===== config.mk =====
export PLATFORM = sky130hd
export DESIGN_NAME = onehot_decoder_5to32
export DESIGN_NICKNAME = d
export VERILOG_FILES = /design/src/rtl/onehot_decoder_5to32.sv
export SDC_FILE = /design/constraint.sdc
export NUM_CORES = 1
export LEC_CHECK = 0
export BUFFER_PORTS_ARGS = -buffer_cell sky130_fd_sc_hd__buf_2
export CAP_MARGIN = 20
export CORE_ASPECT_RATIO = 1.5
export CORE_MARGIN = 2
export CORE_UTILIZATION = 52
export CTS_CLUSTER_SIZE = 28
export DETAILED_ROUTE_END_ITERATION = 16
export PLACE_DENSITY = 0.76
export SYNTH_ARGS = -nofsm -noshare
export SYNTH_HDL_FRONTEND = slang
export SYNTH_SLANG_ARGS = --single-unit

===== constraint.sdc =====
create_clock -name clk -period 1.6 [get_ports clk]
set_input_delay 0.16 -clock clk [delete_from_list [all_inputs] [get_ports clk]]
set_output_delay 0.16 -clock clk [all_outputs]
set_load 0.05 [all_outputs]

===== src/rtl/onehot_decoder_5to32.sv =====
// onehot_decoder_5to32: registered 5-to-32 one-hot decoder, valid/ready with 2-entry skid buffer.
// Define DEC_PARITY_EN to add in_par/out_err parity checking.
module onehot_decoder_5to32 #(
  parameter int CODE_OFFSET = 1
) (
  input  logic        clk,
  input  logic        rst_n,
`ifdef DEC_PARITY_EN
  input  logic        in_par,
  output logic        out_err,
`endif
  input  logic        in_valid,
  output logic        in_ready,
  input  logic [4:0]  in_code,
  input  logic        in_en,
  output logic        out_valid,
  input  logic        out_ready,
  output logic [31:0] out_onehot,
  output logic [4:0]  out_code
);
`ifdef DEC_PARITY_EN
  localparam int W = 38;
`else
  localparam int W = 37;
`endif
  localparam logic [4:0] OFS = 5'(CODE_OFFSET);
  // encoding is {M.valid, S.valid}
  typedef enum logic [1:0] {EMPTY = 2'b00, ONE = 2'b10, FULL = 2'b11} state_t;
  state_t state, nxt;
  logic [W-1:0] din, m_q, s_q;
  logic [4:0] idx;
  logic acc, xfer;
  assign idx = in_code - OFS;
  assign acc = in_valid & in_ready;
  assign xfer = state[1] & out_ready;
`ifdef DEC_PARITY_EN
  logic err;
  assign err = ^{in_code, in_par};
  assign din = {err, in_code, (in_en & ~err) ? 32'd1 << idx : 32'd0};
  assign out_err = state[1] & m_q[37];
`else
  assign din = {in_code, in_en ? 32'd1 << idx : 32'd0};
`endif
  assign out_valid = state[1];
  assign out_onehot = state[1] ? m_q[31:0] : 32'd0;
  assign out_code = m_q[36:32];
  always_comb begin
    nxt = state == FULL ? (xfer ? ONE : FULL) :
          state == ONE  ? (acc == xfer ? ONE : acc ? FULL : EMPTY) :
                          (acc ? ONE : EMPTY);
  end
  always_ff @(posedge clk) begin
    if (!rst_n) begin
      state <= EMPTY;
      in_ready <= 1'b0;
      m_q <= '0;
      s_q <= '0;
    end else begin
      state <= nxt;
      in_ready <= nxt != FULL;
      if (state == FULL && xfer) m_q <= s_q;
      else if (acc && (state == EMPTY || xfer)) m_q <= din;
      if (acc && state == ONE && !xfer) s_q <= din;
    end
  end
endmodule


# After elaboration in Yosys (flattened, before gate mapping)
# Index checks and enable logic that the tools add are counted.
# totals
output_inout_bits	39
input_bits	10
elab_cells	30
regBits	77
# classes
n_reduce_logical	8
muxes	10
add_sub_neg	1
shift	1
n_bitwise	2
eq_ne	4
# ops
operator	n
2-to-1 mux 37 bit	2
2-to-1 mux 32 bit	2
<< shifter 1 x 5 -> 32 bit, first input constant	1
2-to-1 mux 2 bit	5
subtractor 5 x 1 -> 5 bit, second input constant	1
equality test 2 bit, second input constant	2
logical AND 1 bit	4
AND 1 bit	2
logical NOT 2 bit	1
!= test 2 bit, second input constant	1
nonzero test 2 bit	1
equality test 1 bit	1
logical NOT 1 bit	1
logical OR 1 bit	1
2-to-1 mux 1 bit	1

# Longest topological paths before layout
# Gate-level depths: netlist of run 1.
# logic_depth
ltp_word	6
mapped_depth	8
mapped_depth_nobuf	6

# Worst setup path before layout of run 1
# OpenSTA, ideal clock, no wires.
# synth_path
kind	register to register
startpoint	reg state[1]
endpoint	reg m_q[10]
setup_ps	59
arrival_ps	1881
setup_slack_ps	-340
period_less_slack_ps	1940
required_time_ps	1541
path_buffers	2
path_stages_with_launch	6
path_cell_list	dfxtp_1 > buf_2 > nor2b_1 > a211oi_1 > clkbuf_1 > o221a_2
# synth_between
elab_chain_cells	4
word_cells_on_any_way	8
cone_classes	eq/ne: 1; mux: 1; bitwise: 1; reduce/logical: 5
# synth_lines
item	line_no	rtl
start: declaration	29	state_t state, nxt;
start signal: assignment	59	state <= nxt;
logical NOT 2 bit or AND 1 bit (tied branches)	62, 35	
logical OR 1 bit	62	else if (acc && (state == EMPTY || xfer)) m_q <= din;
logical AND 1 bit	62	
nonzero test 2 bit (no source line)	n/a	
end signal: assignment	61	if (state == FULL && xfer) m_q <= s_q;
end signal: assignment	62	
end: declaration	30	logic [W-1:0] din, m_q, s_q;
# Parallel ways exist; a longest one is shown, timed or not.
# A chain may end at the register's enable or synchronous reset.

# Worst setup path in the final report of run 1
# layout_path
startpoint	reg state[0]
endpoint	reg m_q[7]
# layout_between
elab_chain_cells	4
word_cells_on_any_way	7
cone_classes	eq/ne: 1; mux: 1; reduce/logical: 5
# layout_lines
item	line_no
logical NOT 2 bit	62
logical OR 1 bit	62
logical AND 1 bit	62
nonzero test 2 bit (no source line)	n/a
# Parallel ways exist; a longest one is shown, timed or not.

==> flow_metrics.py, run 1 <==
metrics = {
    "placed_design": {
        "dp_slack_ps": -223,
        "portBuffers": 48,
        "gp_congestion": 0.921,
        "hpwl_mm": 6.65,
    },
    "yosys": {
        "ys_ff_latch": 77,
        "netlist_area_um2": 3790,
        "synthXorXnorAreaFrac_pct": 0,
        "synth-simple-area-share_pct": 22.9,
        "syn_avg_cell_area_um2": 8.55,
        "synthTopCellsByArea": "dfxtp_1 41%, o221a_2 9.5%, and2_1 5.5%",
        "seq_area_frac_synth_pct": 40.7,
        "synth_compound_area_share_pct": 27.5,
        "synth_top_cell_by_area": "dfxtp_1",
        "synth_top_cell_area_share_pct": 40.7,
        "synth_top_family_by_area": "compound AO/OA/AOI/OAI gates",
        "synthAdderAreaFrac_pct": 0.661,
        "netlist_instances": 443,
        "yosys_warnings": 0,
        "synth_fp_nets": 455,
        "synth.area.mux_share_pct": 2.44,
        "yosysUniqueCellTypes": 35,
    },
    "setup_path": {
        "r2r_end": "m_q[7]$_SDFFE_PN0P_",
        "critPathLaunchType": "flip-flop",
        "critPathRequiredTime_ps": 1860,
        "endpoint_kind": "flip-flop",
        "crit_chain": "nand3b_1 > buf_12 > buf_4 > o21ai_0 > a21oi_1 > o221a_2",
        "arrival_ps": 1840,
        "slowest_delay_ps": 340,
        "ff2ff_setup_slack_ps": 20,
        "r2r-start": "state[0]$_SDFF_PN0_",
        "crit_path_max_fanout": 8,
        "slowest_stage": "dfxtp_2",
        "reg2reg_depth": 6,
        "crit_type": "reg -> reg",
    },
    "sta": {
        "setup_viol": 0,
        "finClkSkew_ps": 8.47,
        "rsz0062_at_grt": "yes",
        "timing.final.crit_share_pct": 99.0,
        "fmax_mhz": 632,
        "slew_viol_final": 0,
        "setup_tns_ps": 0,
        "hold_viol": 0,
        "fin_ws_ps": 16.5,
        "timing.slew.headroom_pct": 58.7,
        "hold_slack_ps": 74.7,
        "worstMarginPinSlew_ps": 616,
        "min_period_ps": 1580,
    },
    "grt": {
        "grt_pass1_wl_mm": 15.2,
        "grt_pass1_vias": 3045,
        "grt_overflow": 0,
        "grt_max_degree": 63,
        "grt_use_total_pct": 25.0,
        "antenna_found_initial": 0,
    },
    "clocking": {
        "ctsHoldBuffers": 0,
        "path_clk_slew_ps": 80,
        "cts_root_buf": "clkbuf_8",
        "ctsLongestPathBuffers": 2,
        "cts.sinks": 77,
        "clk_latency_ps": 360,
        "cts_tree": "built",
        "cts_max_level": 3,
        "numCtsBuffers": 9,
    },
    "drt": {
        "postRouteAntennaNets": 0,
        "drc": 0,
        "vias_per_cell": 6.03,
        "wl_per_cell_um": 17.0,
        "wl_mm": 9.93,
        "drt_first_iter_violations": 349,
        "drt_first_pass_iters": 5,
        "dr_total_vias": 3514,
    },
    "die": {
        "num_rows": 38,
        "core_um2": 7130,
        "die_area_um2": 8000,
        "start_util_pct": 53.1,
        "ioPinCount": 49,
        "dieHeight_um": 109,
        "die_x_um": 73.7,
    },
    "final_layout": {
        "synthToLayoutAreaGrowth_pct": 24.4,
        "drive_gt1_share_pct": 31.4,
        "final_cell_mix": "74 x dfxtp_1, 36 x buf_4, 35 x nor2_1, 33 x and2_1, 33 x a21oi_1",
        "diodes": 0,
        "nNetsFinal": 510,
        "layout_commonest_cell": "dfxtp_1",
    },
    "power_and_ir_drop": {
        "fin_total_pwr_w": 0.00411,
        "p_per_area_nw_per_um2": 873,
        "power_leakage_nw": 1.94,
        "ir_drop_mv": 0.647,
    },
    "worst_hold_path": {
        "min_from": "in_valid",
        "hold_class": "in -> reg",
        "min_to": "state[1]$_SDFF_PN0_",
        "hold_path_depth": 3,
    },
    "flow_run": {
        "maxCapViolCount": 0,
    },
    "outcome": {
        "status": "finished clean",
    },
}
-- synth_stat cells, drive strengths merged --
master / instances
nor2b: 26
buf: 18
a211oi: 1
or3b: 2
nand2b: 3
o21ai: 33
nand3b: 2
or2: 1
nor3: 4
clkbuf: 29
nand3: 10
nor3b: 5
a21boi: 14
nor2: 36
mux2i: 7
a22oi: 24
nor4b: 1
and3b: 2
ha: 2
and3: 1
inv: 2
and2: 33
dfxtp: 77
o211a: 5
nor4: 3
a21oi: 33
o31a: 1
mux2: 2
nand2: 32
o221a: 32
or4b: 1
or3: 1
-- sequential cells by signal, summed over array words and instances, names as in the netlist --
signal / flops
state: 2
s_q: 37
in_ready: 1
m_q: 37
-- routing by layer --
metal / wire (um) / up-vias / track usage [%]
li1: - / 1695 / -
met4: 341 / 0 / 10.8
met5: 0 / - / 0
met2: 4870 / 131 / 40.8
met1: 4150 / 1666 / 31.1
met3: 573 / 22 / 5.96
-- how the worst max path moves through the flow --
stage	startpoint	to	slack (ps)	cells past startpoint
after global placement	in_code[1]	m_q[25]$_SDFFE_PN0P_	-200	7
final	state[0]$_SDFF_PN0_	m_q[7]$_SDFFE_PN0P_	20	6
after floorplan	state[1]$_SDFF_PN0_	m_q[10]$_SDFFE_PN0P_	-20	5
after detailed placement	in_code[0]	s_q[7]$_SDFFE_PN0P_	-220	6
after CTS	state[1]$_SDFF_PN0_	out_onehot[6]	1	3
after global routing	state[0]$_SDFF_PN0_	m_q[7]$_SDFFE_PN0P_	-40	5
-- metrics by stage --
step | std cells | utilization (%) | cell area [um^2]
after floorplan | 443 | - | 3800
final | 583 | 66.1 | 4710
after CTS | 579 | 63.1 | 4500
after global placement | 563 | 60.1 | 4290
after global routing | 583 | 66.1 | 4710
after detailed placement | 563 | 60.1 | 4290
-- what timing repair did --
| item | CTS | global route |
|---|---|---|
| cloned | 0 | 2 |
| resized for setup | 3 | 51 |
| endpoints found under the setup margin | 32 | 58 |
| pin swaps | 0 | 1 |
| buffers inserted | 0 | 2 |
-- power by group --
part	leakage, nW	internal (W)	switching (W)	total (W)
combinational	1.20	0.000241	0.000371	0.000612
clock	0.106	0.000759	0.000723	0.00148
sequential	0.627	0.00198	0.0000361	0.00202
-- critical path, delay by kind of cell (launching register included) --
| family | cells | cell delay [ps] |
|---|---|---|
| compound gates | 3 | 500 |
| flops | 1 | 340 |
| buf+inv | 2 | 380 |
| simple gates | 1 | 270 |
-- cell families after synthesis --
family / Yosys count
adder cells (fa/ha/maj): 2
buffers and inverters: 49
AO/OA/AOI/OAI: 143
multiplexers: 9
flip-flops: 77
AND/OR/NAND/NOR: 163
-- final cells by class --
class	count	area, um^2
inverters	2	7.51
clock inverters	6	62.6
multi-input cells	317	2120
clock buffers	10	138
repair buffers	91	738
well taps	80	100
fillers	579	2420
flip-flops and latches	77	1550
(Power assumes the default switching activity.)
==> run 2: changes to the inputs <==
--- a/config.mk
+++ b/config.mk
@@ -5,9 +5,9 @@
 export SDC_FILE = /design/constraint.sdc
 export NUM_CORES = 1
 export LEC_CHECK = 0
+export ABC_AREA = 1
 export BUFFER_PORTS_ARGS = -buffer_cell sky130_fd_sc_hd__buf_2
 export CAP_MARGIN = 20
-export CORE_ASPECT_RATIO = 1.5
 export CORE_MARGIN = 2
 export CORE_UTILIZATION = 52
 export CTS_CLUSTER_SIZE = 28
==> run 2 against run 1 <==
  * Worst setup slack improved by 73 ps
  * Non-clock buffer count fell by 28
  * Critical path depth fell by 2
  * First-iteration DRC count fell by 5.4%
  * Sequential power barely moved
  * Core utilization fell by 6.5 points
  * Clock power fell by 5%
  * Largest cell class unchanged
  * Largest power group unchanged
  * Highest routed layer unchanged
==> flow_metrics.py, run 2 <==
metrics = {
    "yosys": {
        "yosys_warnings": 0,
        "synth_top_cell_area_share_pct": 40.5,
        "seq_area_frac_synth_pct": 40.5,
        "synth_commonest_cells": "107 x nand2_1, 93 x a21oi_1, 77 x dfxtp_1, 62 x o21ai_0, 51 x nor2_1",
        "netlist_instances": 536,
        "synth_ff_type": "dfxtp_1",
        "ys_ff_latch": 77,
        "synth_edf_count": 0,
        "synth_top_cell_by_area": "dfxtp_1",
        "yosysUniqueCellTypes": 25,
        "yosysMostFrequentCell": "nand2_1",
        "syn_avg_cell_area_um2": 7.10,
        "synthArstFlopShare_pct": 0,
        "synth_fp_nets": 548,
        "netlist_area_um2": 3810,
        "synthTopCellsByArea": "dfxtp_1 40%, a21oi_1 12%, nand2_1 11%",
    },
    "outcome": {
        "status": "finished clean",
    },
    "power_and_ir_drop": {
        "fin_total_pwr_w": 0.00396,
        "p_per_area_nw_per_um2": 927,
        "ir_drop_mv": 0.706,
        "power_leakage_nw": 2.00,
    },
    "final_layout": {
        "reg.largest.list": "m_q (37), s_q (37), state (2)",
        "nNetsFinal": 579,
        "synthToLayoutAreaGrowth_pct": 12.2,
        "layout_commonest_cell": "nand2_1",
        "diodes": 0,
        "final_cell_mix": "107 x nand2_1, 93 x a21oi_1, 75 x dfxtp_1, 62 x o21ai_0, 51 x nor2_1",
        "drive_gt1_share_pct": 19.4,
    },
    "setup_path": {
        "crit_path_max_fanout": 34,
        "arrival_ps": 1350,
        "crit_type": "reg -> out",
        "endpoint_kind": "primary output",
        "critPathRequiredTime_ps": 1440,
        "critPathLaunchType": "flip-flop",
    },
    "die": {
        "die_x_um": 89.6,
        "dieHeight_um": 89.6,
        "ioPinCount": 49,
        "die_area_um2": 8020,
        "core_um2": 7180,
        "num_rows": 31,
        "start_util_pct": 53.0,
    },
    "drt": {
        "wl_per_cell_um": 14.1,
        "dr_total_vias": 3642,
        "drc": 0,
        "drt_first_pass_iters": 4,
        "vias_per_cell": 5.44,
        "postRouteAntennaNets": 0,
        "drt_first_iter_violations": 330,
        "wl_mm": 9.46,
    },
    "clocking": {
        "cts_tree": "built",
        "cts_setup_buffers": 0,
        "cts_root_buf": "clkbuf_8",
        "ctsLongestPathBuffers": 2,
        "cts_max_level": 3,
        "cts.sinks": 77,
        "path_clk_slew_ps": 80,
        "numCtsBuffers": 9,
        "clk_latency_ps": 360,
        "ctsHoldBuffers": 0,
    },
    "flow_run": {
        "maxCapViolCount": 0,
    },
    "sta": {
        "finClkSkew_ps": 7.05,
        "slew_viol_final": 0,
        "rsz0062_at_grt": "no",
        "setup_viol": 0,
        "timing.slew.headroom_pct": 57.4,
        "hold_viol": 0,
        "setup_tns_ps": 0,
        "timing.final.crit_share_pct": 94.4,
        "worstMarginPinSlew_ps": 639,
        "min_period_ps": 1510,
        "fmax_mhz": 662,
    },
    "placed_design": {
        "gp_congestion": 0.932,
        "hpwl_mm": 6.28,
        "portBuffers": 48,
    },
    "grt": {
        "antenna_found_initial": 0,
        "grt_overflow": 0,
        "grt_pass1_wl_mm": 15.4,
        "grt_max_degree": 56,
        "grt_use_total_pct": 24.9,
        "grt_pass1_vias": 3223,
    },
    "worst_hold_path": {
        "hold_class": "in -> reg",
    },
}
run 2: metal layers:
metal | GRT usage, % | up-vias | wire length, um
met3 | 5.63 | 17 | 579
met2 | 38.8 | 115 | 4310
li1 | - | 1792 | -
met4 | 8.68 | 0 | 176
met1 | 33.8 | 1718 | 4390
met5 | 0 | - | 0
run 2: kinds of logic (layout without fill, tap and decap cells):
| family | Yosys count | in the layout | share of synthesized area, % |
|---|---|---|---|
| AND/OR/NAND/NOR | 206 | 206 | 26.2 |
| AO/OA/AOI/OAI | 157 | 157 | 20.8 |
| flip-flops | 77 | 77 | 40.5 |
| buffers and inverters | 94 | 129 | 11.9 |
| adder cells (fa/ha/maj) | 2 | 2 | 0.657 |
run 2: what timing repair did:
item / in CTS / in global routing
resized for setup: 2 / 4
endpoints found under the setup margin: 33 / 28
endpoints found under the hold margin: 0 / 0
run 2: area by class of cell:
type                    instances  area, um^2
clock buffers                  12         165
clock inverters                 3        18.8
fillers                       697        2910
inverters                      51         196
multi-input cells             365        1810
flip-flops and latches         77        1540
well taps                      99         124
repair buffers                 63         410
run 2: final timing paths:
kind	to	slack, ps	from	depth (start not counted)
max reg2reg	m_q[21]$_SDFFE_PN0P_	160	state[0]$_SDFF_PN0_	7
min reg2reg	m_q[34]$_SDFFE_PN0P_	460	s_q[34]$_SDFFE_PN0P_	2
min	state[0]$_SDFF_PN0_	130	out_ready	4
max	out_onehot[9]	90	state[1]$_SDFF_PN0_	4
run 2: power by group:
group	internal, W	switching, W	total [W]	leakage, nW
clock network	0.000683	0.000717	0.00140	0.0986
logic	0.000153	0.000372	0.000524	1.27
registers	0.00199	0.0000389	0.00203	0.628
run 2: worst max-delay path, stage by stage, from the launching register on:
cell,delay [ps]
dfxtp_2,390
buf_12,210
nand2_1,80
inv_1,50
buf_2,250
run 2: through the flow:
step	utilization, %	instances	setup slack, ps	hold slack [ps]	area [um^2]
2_1_floorplan	-	536	33.4	314	3810
4_1_cts	59.3	670	3.33	116	4260
3_3_place_gp	56.7	655	33.0	452	4070
3_5_place_dp	56.7	655	-26.5	452	4070
5_1_grt	59.5	670	7.49	132	4270
6_report	59.5	670	89.1	131	4270
==> run 3: changes to the inputs <==
--- a/config.mk
+++ b/config.mk
@@ -9,10 +9,11 @@
 export BUFFER_PORTS_ARGS = -buffer_cell sky130_fd_sc_hd__buf_2
 export CAP_MARGIN = 20
 export CORE_MARGIN = 2
-export CORE_UTILIZATION = 52
+export CORE_UTILIZATION = 54
+export CTS_BUF_LIST = sky130_fd_sc_hd__clkbuf_8
 export CTS_CLUSTER_SIZE = 28
 export DETAILED_ROUTE_END_ITERATION = 16
-export PLACE_DENSITY = 0.76
+export PLACE_DENSITY = 0.78
 export SYNTH_ARGS = -nofsm -noshare
 export SYNTH_HDL_FRONTEND = slang
 export SYNTH_SLANG_ARGS = --single-unit
==> run 3 against run 2 <==
  * Clock skew up 4.5 ps
  * Non-clock buffer count up 2
  * Sequential share of layout area down 0.13 points
  * Power up 3.5%
  * First-iteration DRC count down 28%
  * Wire length down 0.93%
  * Worst setup slack worse by 27 ps
  * Sequential power about the same
  * Clock power up 11%
  * Sequential cell count unchanged
  * Critical endpoint is now out_onehot[22]
==> flow_metrics.py, run 3 (synthesized netlist as in run 2, its figures left out) <==
metrics = {
    "clocking": {
        "cts_max_level": 3,
        "ctsLongestPathBuffers": 2,
        "clk_latency_ps": 350,
        "numCtsBuffers": 9,
        "cts_tree": "built",
        "cts_root_buf": "clkbuf_8",
        "cts.sinks": 77,
        "ctsHoldBuffers": 0,
        "path_clk_slew_ps": 80,
    },
    "sta": {
        "setup_viol": 0,
        "finClkSkew_ps": 11.6,
        "hold_viol": 0,
        "fin_ws_ps": 62.5,
        "worstMarginPinSlew_ps": 617,
        "timing.slew.headroom_pct": 58.8,
        "fmax_mhz": 650,
        "slew_viol_final": 0,
        "rsz0062_at_grt": "no",
        "timing.final.crit_share_pct": 96.1,
        "min_period_ps": 1540,
    },
    "power_and_ir_drop": {
        "power_leakage_nw": 2.02,
        "fin_total_pwr_w": 0.00410,
        "ir_drop_mv": 0.550,
        "p_per_area_nw_per_um2": 956,
    },
    "placed_design": {
        "portBuffers": 48,
        "dp_slack_ps": -18.4,
        "placed_cells": 654,
        "gp_congestion": 0.966,
        "hpwl_mm": 6.39,
    },
    "setup_path": {
        "reg2reg_depth": 6,
        "crit_path_max_fanout": 15,
        "worstSetupStartpoint": "state[1]$_SDFF_PN0_",
        "crit_chain": "buf_4 > nand2_1 > inv_1 > buf_2",
        "crit_type": "reg -> out",
        "endpoint": "out_onehot[22]",
        "endpoint_kind": "primary output",
        "critPathLaunchType": "flip-flop",
        "critPathRequiredTime_ps": 1440,
        "arrival_ps": 1380,
        "slowest_delay_ps": 390,
        "slowest_stage": "dfxtp_2",
        "ff2ff_setup_slack_ps": 160,
        "r2r-start": "in_ready$_SDFF_PN0_",
        "r2r_end": "m_q[0]$_SDFFE_PN0P_",
    },
    "final_layout": {
        "nNetsFinal": 581,
        "layoutNonFillerInstCount": 670,
        "layout_commonest_cell": "nand2_1",
        "final_cell_mix": "107 x nand2_1, 93 x a21oi_1, 75 x dfxtp_1, 62 x o21ai_0, 51 x nor2_1",
        "register_area_um2": 1540,
        "synthToLayoutAreaGrowth_pct": 12.6,
        "n_fill_cell": 629,
        "reg.largest.list": "m_q (37), s_q (37), state (2)",
        "diodes": 0,
        "drive_gt1_share_pct": 19.7,
        "multi_input_area_um2": 1810,
    },
    "grt": {
        "grt_use_total_pct": 25.7,
        "grt_pass1_vias": 3282,
        "antenna_found_initial": 0,
        "grt_overflow": 0,
        "grt_pass1_wl_mm": 15.5,
        "grt_max_degree": 36,
    },
    "drt": {
        "drc": 0,
        "postRouteAntennaNets": 0,
        "drt_first_iter_violations": 236,
        "vias_per_cell": 5.42,
        "wl_mm": 9.37,
        "drt_first_pass_iters": 5,
        "wl_per_cell_um": 14.0,
        "dr_total_vias": 3630,
    },
    "die": {
        "start_util_pct": 56.0,
        "core_um2": 6790,
        "dieHeight_um": 88.0,
        "ioPinCount": 49,
        "num_rows": 30,
        "die_x_um": 88.0,
        "die_area_um2": 7740,
    },
    "outcome": {
        "status": "finished clean",
    },
    "worst_hold_path": {
        "hold_path_depth": 3,
        "hold_class": "in -> reg",
    },
    "flow_run": {
        "maxCapViolCount": 0,
    },
}
run 3: layout make-up:
| type | count | share of cell area [%] |
|---|---|---|
| Multi-Input combinational cell | 365 | 42.3 |
| Sequential cell | 77 | 36.0 |
| Timing Repair Buffer | 65 | 9.31 |
| Inverter | 51 | 4.64 |
| Clock buffer | 12 | 3.85 |
| Tap cell | 96 | 2.80 |
| Clock inverter | 4 | 1.08 |
run 3: metal layers:
metal | vias to the layer above | track usage, % | routed length (um)
met5 | - | 0 | 0
met4 | 0 | 11.7 | 199
met3 | 18 | 4.24 | 606
met2 | 135 | 40.2 | 4320
met1 | 1685 | 34.9 | 4250
li1 | 1792 | - | -
run 3: per-stage QoR:
stage               setup TNS [ps]  area, um^2  util [%]  hold slack, ps
floorplan                        0        3810         -             314
detailed placement           -23.1        4070      59.8             450
global placement             -9.93        4070      59.8             451
finish                           0        4290      63.1             136
global route                     0        4290      63.1             154
CTS                              0        4280      62.9             123
run 3: worst min path at each step:
stage | from | to | slack, ps
floorplan | in_code[2] | s_q[34]$_SDFFE_PN0P_ | 310
global placement | s_q[16]$_SDFFE_PN0P_ | s_q[16]$_SDFFE_PN0P_ | 450
detailed placement | s_q[33]$_SDFFE_PN0P_ | m_q[33]$_SDFFE_PN0P_ | 450
CTS | in_code[2] | s_q[34]$_SDFFE_PN0P_ | 120
global route | out_ready | state[0]$_SDFF_PN0_ | 150
finish | in_code[2] | s_q[34]$_SDFFE_PN0P_ | 140
run 3: where the power goes:
part | switching, W | leakage [nW] | internal (W)
Sequential | 0.0000400 | 0.628 | 0.00200
Clock | 0.000706 | 0.110 | 0.000841
Combinational | 0.000369 | 1.28 | 0.000146
run 3: worst max-delay path, delay by kind of cell (launching register included):
kind,cells,cell delay [ps]
buf+inv,3,530
simple gates,1,100
flops,1,390
run 3: timing repair:
action	in CTS	in global routing
buffers inserted	0	0
gates resized for setup	0	4
setup endpoints to repair	0	12
